$ cat config.mk
export PLATFORM = sky130hd
export DESIGN_NAME = sync_fifo_param
export DESIGN_NICKNAME = d
export VERILOG_FILES = /design/src/rtl/fifo_pkg.sv /design/src/rtl/fifo_ram.sv /design/src/rtl/sync_fifo_param.sv
export SDC_FILE = /design/constraint.sdc
export NUM_CORES = 1
export LEC_CHECK = 0
export ABC_AREA = 1
export CAP_MARGIN = 10
export CORE_MARGIN = 3
export CORE_UTILIZATION = 50
export DETAILED_ROUTE_END_ITERATION = 10
export DONT_BUFFER_PORTS = 1
export GPL_ROUTABILITY_DRIVEN = 0
export GPL_TIMING_DRIVEN = 1
export PLACE_DENSITY = 0.78
export SYNTH_ARGS = -nofsm -noshare
export SYNTH_HDL_FRONTEND = slang
export SYNTH_HIERARCHICAL = 1
export SYNTH_SLANG_ARGS = --single-unit
$ cat constraint.sdc
create_clock -name i_wclk -period 2.1 [get_ports i_wclk]
set_input_delay 0.315 -clock i_wclk [delete_from_list [all_inputs] [get_ports i_wclk]]
set_output_delay 0.315 -clock i_wclk [all_outputs]
set_load 0.02 [all_outputs]
$ cat src/rtl/fifo_pkg.sv
// fifo_pkg: shared error-bit positions, error vector type and count-width helper
package fifo_pkg;

    localparam int ERR_OVF = 0;
    localparam int ERR_UNF = 1;

    typedef logic [1:0] err_t;

    function automatic int cnt_w(input int depth);
        return $clog2(depth) + 1;
    endfunction

endpackage

$ cat src/rtl/fifo_ram.sv
// fifo_ram: register-array dual-port memory, synchronous write, asynchronous read
module fifo_ram #(
    parameter int WIDTH = 4,
    parameter int DEPTH = 8,
    parameter int AW    = $clog2(DEPTH)
) (
    input  logic             i_clk,
    input  logic             i_we,
    input  logic [AW-1:0]    i_waddr,
    input  logic [WIDTH-1:0] i_wdata,
    input  logic [AW-1:0]    i_raddr,
    output logic [WIDTH-1:0] o_rdata
);

    logic [WIDTH-1:0] r_mem [DEPTH];

    // storage is never reset; only accepted writes touch it
    always_ff @(posedge i_clk)
        if (i_we) r_mem[i_waddr] <= i_wdata;

    assign o_rdata = r_mem[i_raddr];

endmodule

$ cat src/rtl/sync_fifo_param.sv
// sync_fifo_param: parametrised single-clock FIFO with flags, count and sticky errors; SYNC_FIFO_FWFT_EN selects first-word-fall-through output
module sync_fifo_param
    import fifo_pkg::*;
#(
    parameter int WIDTH    = 4,
    parameter int DEPTH    = 8,
    parameter int AF_LEVEL = DEPTH - 2,
    parameter int AE_LEVEL = 2
) (
    input  logic                    i_wclk,
    input  logic                    i_reset,
    input  logic                    i_wr_en,
    input  logic [WIDTH-1:0]        i_din,
    input  logic                    i_rd_en,
    input  logic                    i_err_clr,
    output logic [WIDTH-1:0]        o_dout,
    output logic                    o_full,
    output logic                    o_empty,
    output logic                    o_almost_full,
    output logic                    o_almost_empty,
    output logic [cnt_w(DEPTH)-1:0] o_count,
    output logic [1:0]              o_error
);

    localparam int AW = $clog2(DEPTH);
    localparam int CW = cnt_w(DEPTH);

    logic [AW-1:0]    r_wp, r_rp;
    logic [CW-1:0]    r_count;
    logic             r_full, r_empty, r_af, r_ae;
    err_t             r_err;
    logic             w_rd_acc, w_wr_acc;
    logic [CW-1:0]    w_cnt_nxt;
    err_t             w_err_set;
    logic [WIDTH-1:0] w_rdata;

    // a full FIFO still takes a write when a read frees a slot in the same cycle
    assign w_rd_acc  = i_rd_en && !r_empty;
    assign w_wr_acc  = i_wr_en && (!r_full || w_rd_acc);
    assign w_cnt_nxt = r_count + CW'(w_wr_acc) - CW'(w_rd_acc);

    assign w_err_set[ERR_OVF] = i_wr_en && !w_wr_acc;
    assign w_err_set[ERR_UNF] = i_rd_en && r_empty;

    fifo_ram #(.WIDTH(WIDTH), .DEPTH(DEPTH)) u_ram (
        .i_clk   (i_wclk),
        .i_we    (w_wr_acc),
        .i_waddr (r_wp),
        .i_wdata (i_din),
        .i_raddr (r_rp),
        .o_rdata (w_rdata)
    );

    // pointers, count and flags; flags come from the next count so they move with it
    always_ff @(posedge i_wclk or negedge i_reset) begin
        if (!i_reset) begin
            r_wp    <= '0;
            r_rp    <= '0;
            r_count <= '0;
            r_full  <= 1'b0;
            r_empty <= 1'b1;
            r_af    <= 1'b0;
            r_ae    <= 1'b1;
        end else begin
            r_wp    <= w_wr_acc ? r_wp + AW'(1) : r_wp;
            r_rp    <= w_rd_acc ? r_rp + AW'(1) : r_rp;
            r_count <= w_cnt_nxt;
            r_full  <= w_cnt_nxt == CW'(DEPTH);
            r_empty <= w_cnt_nxt == '0;
            r_af    <= w_cnt_nxt >= CW'(AF_LEVEL);
            r_ae    <= w_cnt_nxt <= CW'(AE_LEVEL);
        end
    end

    // sticky error bits; a new error in the clearing cycle wins over the clear
    always_ff @(posedge i_wclk or negedge i_reset) begin
        if (!i_reset) r_err <= '0;
        else          r_err <= (r_err & {2{~i_err_clr}}) | w_err_set;
    end

`ifdef SYNC_FIFO_FWFT_EN
    assign o_dout = w_rdata;
`else
    logic [WIDTH-1:0] r_dout;

    // registered read data, held while no read is accepted
    always_ff @(posedge i_wclk or negedge i_reset) begin
        if (!i_reset)      r_dout <= '0;
        else if (w_rd_acc) r_dout <= w_rdata;
    end

    assign o_dout = r_dout;
`endif

    assign o_full         = r_full;
    assign o_empty        = r_empty;
    assign o_almost_full  = r_af;
    assign o_almost_empty = r_ae;
    assign o_count        = r_count;
    assign o_error        = r_err;

endmodule

==> metrics.yaml, run 1 <==
outcome: "completed"
final_area_um2: 2670
drt_iter0_drc: 133
fin_total_pwr_mw: 3.86
slew_headroom_pct: 40.5
postSynthCellCount: 254
finalMaxSlewViolations: 0
root_buffer: "clkbuf_8"
drv_cap: 0
grt_pass1_wl_um: 7020
dp.final_hpwl_um: 3190
dr.pass1.iters: 4
fmax_mhz: 495
rsz0062_at_grt: "yes"
ant_nets: 0
portBuffers: 0
yosys_warnings: 6
leakage_nw: 1.29
vdd_drop_max_mv: 0.962
start_kind: "register"
finalSetupViolCount: 0
drc: 0
grt-ovfl-total: 0
slowest_stage: "dfstp_2"
criticalPathCategory: "reg2reg"
nNetsFinal: 282
cp.required_ns: 2.33
clockBufferDepth: 2
ctsResizeCount: 0
hold_path_class: "in2reg"
post_dp_cell_area_um2: 2550
antenna_cells: 0
coreArea_um2: 4530
cp_max_fo: 4
path_cells: "nor2_8, inv_4, nand2_4, nand2_4, ha_4, inv_2, ha_4, fa_2, nor2_1, nand2_1, nor2_1"
cts_buffers: 5
rows: 24
worstPathArrival_ns: 2.25
grt_usage_pct: 16.8
critPathCaptureType: "register"
routed_wl_um: 4380
grt_pass1_vias: 1504
period_share_pct: 96.2
syn2layout_area_growth_pct: 9.77
synth_fp_nets: 270
clock_sinks: 52
h-tree-depth: 2
antenna_found_initial: 0
critPathBufInv: 2
die_x_um: 75.8
slowest_delay_ns: 0.59
grt_max_degree: 21
synth-seq-cells: 52
initial_core_util_pct: 53.7
seq_area_frac_synth_pct: 60.2
tightest_slew_ns: 0.890
synth_cell_types: 22
cts_tree: "built"
clock_latency_ns: 0.30
synth_area_um2: 2430
final_layout_size_suffix_gt1_share_pct: 14.6
hold_viol_final: 0
die_h_um: 75.8
avgSynthCellArea_um2: 9.58
routedWlPerCell_um: 13.2
dr_total_vias: 1566
fin_worst_skew_ns: 0.00721
powerDensity_nw_per_um2: 1440
critical-path-top-delay-family: "adder cells"
viasPerCell: 4.72
min_period_ns: 2.02
path_clk_slew_ns: 0.08
io_pins: 23
dieArea_um2: 5740
r2r_slack_ns: 0.08
[worst register-to-register path, cell delays in order, from the launching register on]
cell     delay [ns]
dfstp_2        0.59
nor2_8         0.07
inv_4          0.06
nand2_4        0.05
nand2_4        0.07
ha_4           0.19
inv_2          0.06
ha_4           0.13
fa_2           0.46
nor2_1         0.10
nand2_1        0.07
nor2_1         0.12
[path summary, 6_finish.rpt]
path                            from         end  cells past startpoint
max                          o_empty     o_empty                     11
min                        i_err_clr  o_error[0]                      1
max reg2reg                  o_empty     o_empty                     11
min reg2reg                  r_wp[0]     r_wp[0]                      1
max in group asynchronous    i_reset     r_wp[1]                      1
min in group asynchronous    i_reset  o_error[1]                      1
[cells in the final DEF, fill, tap and decap left out]
cell | netlist | routed
nand2_4 | 2 | 2
inv_1 | 45 | 44
fa_2 | 0 | 1
or2_1 | 1 | 1
nand2_2 | 7 | 7
dfrtp_1 | 18 | 18
o21ai_0 | 1 | 1
dlygate4sd3_1 | 0 | 1
o21ai_1 | 3 | 3
nor2_8 | 1 | 1
nand3_1 | 20 | 20
ha_1 | 6 | 4
ha_4 | 0 | 2
xnor2_1 | 3 | 2
nor2_1 | 13 | 13
buf_4 | 0 | 8
clkbuf_8 | 0 | 6
edfxtp_1 | 32 | 32
xor2_1 | 1 | 1
clkbuf_1 | 0 | 1
nand2_1 | 86 | 86
inv_4 | 2 | 2
dfstp_2 | 2 | 2
xnor2_2 | 1 | 2
clkinv_1 | 0 | 1
inv_2 | 5 | 6
[routing by layer]
layer  part of all wire (%)  track usage (%)  vias to the layer above
met5                      0                0                        -
met4                    1.2             6.99                        0
met3                    3.7             5.01                        6
met2                     50             26.4                       26
met1                     45             21.7                      735
li1                       -                -                      799
[cells in the mapped netlist]
cell,number,area share (%)
buf_2,1,0.21
buf_6,3,1.4
dfrtp_1,18,19
dfstp_2,2,2.2
edfxtp_1,32,39
fa_1,1,0.82
ha_1,6,3.1
inv_1,45,6.9
inv_2,5,0.77
inv_4,2,0.51
nand2_1,86,13
nand2_2,7,1.8
nand2_4,2,0.93
nand3_1,20,4.1
nor2_1,13,2.0
nor2_8,1,0.82
o21ai_0,1,0.21
o21ai_1,3,0.62
or2_1,1,0.26
xnor2_1,3,1.1
xnor2_2,1,0.67
xor2_1,1,0.36
[state kept, by name (all words and copies together) (netlist names), 2 cells and up]
name         count
o_count          4
o_dout           4
o_error          2
r_rp             3
r_wp             3
u_ram/r_mem     32
[through the flow]
stage	hold slack, ns	TNS [ns]	setup slack (ns)	cells	util, %
2_1_floorplan	0.0194	-0.0141	-0.00789	254	-
3_3_place_gp	0.0199	0	0.0989	320	56.2
3_5_place_dp	0.0198	0	0.0423	320	56.2
4_1_cts	0.0720	0	0.0176	329	58.4
5_1_grt	0.0785	-0.0383	-0.0292	332	58.9
6_report	0.0836	0	0.0795	332	58.9
[where the power goes]
part / total, mW / switching, mW / internal [mW] / leakage, nW
Sequential: 1.76 / 0.384 / 1.37 / 0.531
Clock: 0.564 / 0.300 / 0.264 / 0.0459
Combinational: 1.53 / 0.906 / 0.629 / 0.712
Total: 3.86 / 1.59 / 2.27 / 1.29
[what timing repair did]
action,CTS,global route
endpoints found under the hold margin,20,0
buffers inserted,0,3
hold buffers,1,0
endpoints found under the setup margin,0,3
[cell type report]
cell class              instances  area, um2
fillers                       379       1860
clock inverters                 1       3.75
multi-input cells             146        766
flip-flops and latches         52       1460
repair buffers                  9       70.1
clock buffers                   7       86.3
well taps                      65       81.3
inverters                      52        200
[cell families after synthesis]
family / synth area share, %
AOI/OAI and AO/OA: 0.822
xor gates and xnor gates: 2.11
adders and majority gates: 3.91
buffers and inverters: 9.82
DFF: 60.2
and+or+nand+nor: 23.2
No activity file was read; power rests on OpenSTA's default activity.
==> run 2, diff against run 1 <==
REMOVE_ABC_BUFFERS = 1   (was unset)
==> metrics.yaml, run 2 (synthesis results as in run 1) <==
criticalPathCategory: "reg2reg"  # unchanged
clockPowerShare_pct: 16.5  # was 14.6%
antenna_found_initial: 0  # unchanged
grt_pass1_vias: 1553  # was 1504
min_period_ns: 2.04  # was 2.02 ns
outcome: "completed"  # unchanged
cts_buffers: 5  # unchanged
largest_reg_flops: 32  # unchanged
swShare_pct: 40.9  # was 41.2%
fin_tns_setup_ns: 0  # unchanged
hold_path_class: "in2reg"  # unchanged
grt_max_degree: 21  # unchanged
drv_cap: 0  # unchanged
cts_tree: "built"  # unchanged
largest-register: "u_ram/r_mem"  # unchanged
powerDensity_nw_per_um2: 1470  # was 1440 nW/um2
wl_met2_um: 2230  # was 2190 um
final_cell_mix: "nand2_1 (86), inv_1 (44), edfxtp_1 (32), nand3_1 (20), dfrtp_1 (18)"  # unchanged
switchingPower_mw: 1.65  # was 1.59 mW
drc: 0  # unchanged
slew_headroom_pct: 41.3  # was 40.5%
clockBufferDepth: 2  # unchanged
period_share_pct: 97.1  # was 96.2%
fmax_mhz: 491  # was 495 MHz
dieArea_um2: 5740  # unchanged
clock_sinks: 52  # unchanged
fin_hold_ws_ns: 0.0776  # was 0.0836 ns
viasPerCell: 4.72  # about the same
grt_pass1_wl_um: 7080  # was 7020 um
vdd_drop_max_mv: 1.27  # was 0.962 mV
path_clk_slew_ns: 0.09  # was 0.08 ns
leakage_nw: 1.32  # was 1.29 nW
nNetsFinal: 287  # was 282
io_pins: 23  # unchanged
critPathCaptureType: "register"  # unchanged
num-fill-cells: 364  # was 379
die_h_um: 75.8  # unchanged
finalSetupViolCount: 0  # unchanged
initial_core_util_pct: 53.7  # unchanged
antenna_cells: 0  # unchanged
clock_latency_ns: 0.30  # about the same
start_kind: "register"  # unchanged
final_layout_size_suffix_gt1_share_pct: 17.3  # was 14.6%
layout_commonest_cell: "nand2_1"  # unchanged
syn2layout_area_growth_pct: 12.5  # was 9.77%
drt_iter0_drc: 126  # was 133
cp.required_ns: 2.31  # was 2.33 ns
dr.pass1.iters: 4  # unchanged
portBuffers: 0  # unchanged
utilization_pct: 60.4  # was 58.9%
fin_worst_skew_ns: 0.00764  # was 0.00721 ns
rows: 24  # unchanged
grt_usage_pct: 16.6  # was 16.8%
rsz0062_at_grt: "yes"  # unchanged
routed_wl_um: 4380  # about the same
grt-ovfl-total: 0  # unchanged
highest_layer: "met4"  # unchanged
root_buffer: "clkbuf_8"  # unchanged
pwr-share-comb_pct: 40.1  # was 39.8%
ant_nets: 0  # unchanged
cp_max_fo: 3  # was 4
power.internal_mw: 2.39  # was 2.27 mW
wl_met3_um: 247  # was 163 um
h-tree-depth: 2  # unchanged
met1Wirelength_um: 1850  # was 1980 um
hold_viol_final: 0  # unchanged
dr_total_vias: 1591  # was 1566
coreArea_um2: 4530  # unchanged
tightest_slew_ns: 0.878  # was 0.890 ns
die_x_um: 75.8  # unchanged
dp.final_hpwl_um: 3070  # was 3190 um
routedWlPerCell_um: 13.0  # was 13.2 um
worstPathArrival_ns: 2.24  # was 2.25 ns
seqPwrFrac_pct: 43.4  # was 45.6%
finalMaxSlewViolations: 0  # unchanged
==> run 2: timing repair <==
action,CTS,global route
hold endpoints to repair,20,0
resized for setup,5,2
buffers inserted,5,2
pin swaps,7,5
hold buffers,1,0
setup endpoints to repair,3,7
==> run 2: cell type report <==
class                           instances  area [um2]  area share, %
Clock buffer                            7         108           3.93
Clock inverter                          1        8.76          0.320
Inverter                               52         200           7.31
Multi-Input combinational cell        146         768           28.1
Sequential cell                        52        1460           53.5
Tap cell                               65        81.3           2.97
Timing Repair Buffer                   14         108           3.93
==> run 2: power groups by stage <==
stage,registers [mW],logic [mW],clock network (mW)
2_1_floorplan,1.73,1.08,0
3_3_place_gp,1.76,1.36,0
3_5_place_dp,1.77,1.42,0
4_1_cts,1.75,1.56,0.677
5_1_grt,1.79,1.84,0.725
6_report,1.75,1.62,0.665
==> run 2: worst paths after layout <==
| check | endpoint | startpoint | slack (ns) | cells after the start |
|---|---|---|---|---|
| setup / recovery | o_count[1] | o_empty | 0.06 | 10 |
| min in group asynchronous | o_dout[1] | i_reset | 0.57 | 1 |
| max in group asynchronous | r_wp[2] | i_reset | 0.99 | 1 |
| setup reg to reg | o_count[1] | o_empty | 0.06 | 10 |
| hold / removal | o_error[0] | i_err_clr | 0.08 | 1 |
| hold reg to reg | r_wp[0] | r_wp[0] | 0.57 | 1 |
==> run 2: layer usage <==
layer	vias to the layer above	global-route usage, %
met5	-	0
met4	0	3.30
met3	7	5.41
met2	34	27.2
met1	738	21.6
li1	812	-
==> run 2: metrics by stage <==
step                instances  area [um2]  worst slack (ns)  total power [mW]
finish                    337        2740            0.0613              4.04
global route              337        2740           -0.0133              4.35
CTS                       335        2710           0.00717              3.98
detailed placement        321        2520           -0.0806              3.19
global placement          321        2520           0.00754              3.12
floorplan                 250        2390           -0.0646              2.81
==> run 2: critical path: stages, from the launching register on <==
cell and delay [ns]:
dfstp_2 0.60, nor2_8 0.05, inv_4 0.06, nand2_4 0.05, nand2_4 0.07, ha_4 0.19, inv_2 0.06, ha_4 0.13
fa_2 0.45, buf_4 0.15, buf_4 0.12
==> run 3, diff against run 2 <==
CORE_ASPECT_RATIO = 0.75   (was unset)
==> metrics.yaml, run 3 (synthesis results as in run 1) <==
leakage_nw: 1.30  # was 1.32 nW
slowest_stage: "dfstp_2"  # unchanged
r2r_slack_ns: 0.06  # about the same
rows: 21  # was 24
fin_worst_skew_ns: 0.0106  # was 0.00764 ns
min_period_ns: 2.04  # about the same
coreArea_um2: 4570  # was 4530 um2
routedWlPerCell_um: 14.2  # was 13.0 um
clock_sinks: 52  # unchanged
vdd_drop_max_mv: 0.972  # was 1.27 mV
antenna_cells: 0  # unchanged
largest_reg_flops: 32  # unchanged
final_cell_mix: "nand2_1 (85), inv_1 (44), edfxtp_1 (32), nand3_1 (19), dfrtp_1 (18)"  # was nand2_1 (86), inv_1 (44), edfxtp_1 (32), nand3_1 (20), dfrtp_1 (18)
final_layout_size_suffix_gt1_share_pct: 16.9  # was 17.3%
start_kind: "register"  # unchanged
syn2layout_area_growth_pct: 11.2  # was 12.5%
post_dp_cell_area_um2: 2510  # was 2520 um2
io_pins: 23  # unchanged
grt-ovfl-total: 0  # unchanged
clock_latency_ns: 0.30  # about the same
slowest_delay_ns: 0.60  # about the same
drv_cap: 0  # unchanged
path_cells: "nor2_8, inv_4, nand2_4, nand2_4, ha_4, inv_2, ha_4, fa_2, nor2_2, nand2_2, nor2_2"  # was nor2_8, inv_4, nand2_4, nand2_4, ha_4, inv_2, ha_4, fa_2, buf_4, buf_4
dp.final_hpwl_um: 3310  # was 3070 um
path_clk_slew_ns: 0.09  # about the same
antenna_found_initial: 0  # unchanged
viasPerCell: 4.85  # was 4.72
worstPathArrival_ns: 2.29  # was 2.24 ns
cp.required_ns: 2.34  # was 2.31 ns
dr.pass1.iters: 4  # unchanged
drc: 0  # unchanged
fin_tns_setup_ns: 0  # unchanged
rsz0062_at_grt: "yes"  # unchanged
fmax_mhz: 489  # was 491 MHz
h-tree-depth: 2  # unchanged
die_x_um: 86.6  # was 75.8 um
dr_total_vias: 1567  # was 1591
tightest_slew_ns: 0.869  # was 0.878 ns
grt_pass1_wl_um: 7580  # was 7080 um
root_buffer: "clkbuf_8"  # unchanged
grt_usage_pct: 17.8  # was 16.6%
criticalPathCategory: "reg2reg"  # unchanged
outcome: "completed"  # unchanged
routed_wl_um: 4590  # was 4380 um
critPathCaptureType: "register"  # unchanged
final_area_um2: 2710  # was 2740 um2
largest-register: "u_ram/r_mem"  # unchanged
initial_core_util_pct: 53.2  # was 53.7%
hold_path_class: "in2reg"  # unchanged
powerDensity_nw_per_um2: 1520  # was 1470 nW/um2
cp_max_fo: 4  # was 3
drt_iter0_drc: 116  # was 126
cts_buffers: 5  # unchanged
finalMaxSlewViolations: 0  # unchanged
dieArea_um2: 5750  # was 5740 um2
hold_viol_final: 0  # unchanged
grt_max_degree: 21  # unchanged
ant_nets: 0  # unchanged
num-fill-cells: 371  # was 364
nNetsFinal: 281  # was 287
slew_headroom_pct: 41.9  # was 41.3%
cts_tree: "built"  # unchanged
die_h_um: 66.4  # was 75.8 um
layout_commonest_cell: "nand2_1"  # unchanged
finalSetupViolCount: 0  # unchanged
clockBufferDepth: 2  # unchanged
period_share_pct: 97.3  # was 97.1%
grt_pass1_vias: 1553  # unchanged
portBuffers: 0  # unchanged
## run 3: cell types whose count changed in the layout (fill, tap and decap cells not counted)
cell / change
buf_4: -6
nand3_2: +1
nand2_1: -1
xnor2_4: +1
nand3_1: -1
nand2_2: +1
xnor2_2: -1
nor2_2: +2
nor2_1: -2
## run 3: power breakdown
group / internal [mW] / leakage, nW / switching (mW) / total [mW]
clock network: 0.342 / 0.0596 / 0.312 / 0.654
logic: 0.700 / 0.709 / 1.04 / 1.74
registers: 1.37 / 0.531 / 0.355 / 1.73
total: 2.42 / 1.30 / 1.71 / 4.13
## run 3: critical path: cells and delay by family, from the launching register on
| kind | cells | cell delay [ns] |
|---|---|---|
| buffers and inverters | 2 | 0.12 |
| flip-flops | 1 | 0.60 |
| adder cells (fa/ha/maj) | 3 | 0.80 |
| AND/OR/NAND/NOR | 6 | 0.48 |
## run 3: cell type report
class	count	area (um2)	area share, %
Multi-Input combinational cell	146	792	29.3
Inverter	52	200	7.40
Tap cell	57	71.3	2.64
Clock buffer	7	108	3.98
Timing Repair Buffer	8	62.6	2.31
Sequential cell	52	1460	54.1
Clock inverter	1	8.76	0.324
## run 3: path summary, 6_finish.rpt
path,startpoint,endpoint,cells after the start
worst max-delay path,o_empty,o_empty,11
worst min-delay path,i_err_clr,o_error[0],1
worst max register to register,o_empty,o_empty,11
worst min register to register,r_wp[0],r_wp[0],1
max in group asynchronous,i_reset,o_dout[2],1
min in group asynchronous,i_reset,o_count[2],1
## run 3: layer usage
layer | wire, um | vias to the layer above | GRT usage [%]
li1 | - | 798 | -
met1 | 2040 | 733 | 22.9
met2 | 2270 | 30 | 28.9
met3 | 206 | 6 | 4.48
met4 | 69 | 0 | 6.81
met5 | 0 | - | 0
## run 3: through the flow
stage               instances  hold WS, ns  power, mW  util, %  worst slack, ns
floorplan                 250       0.0194       2.81        -          -0.0646
global placement          313       0.0199       3.13     54.9         -0.00177
detailed placement        313       0.0199       3.21     54.9           -0.149
CTS                       323       0.0977       4.00     58.6           0.0150
global route              323       0.0812       4.47     59.2          -0.0517
finish                    323       0.0973       4.13     59.2           0.0560
## run 3: timing repair
action,CTS,global route
pin swaps,4,6
endpoints found under the hold margin,20,0
setup endpoints to repair,5,5
hold buffers,1,0
resized for setup,6,6
setup buffers,1,0
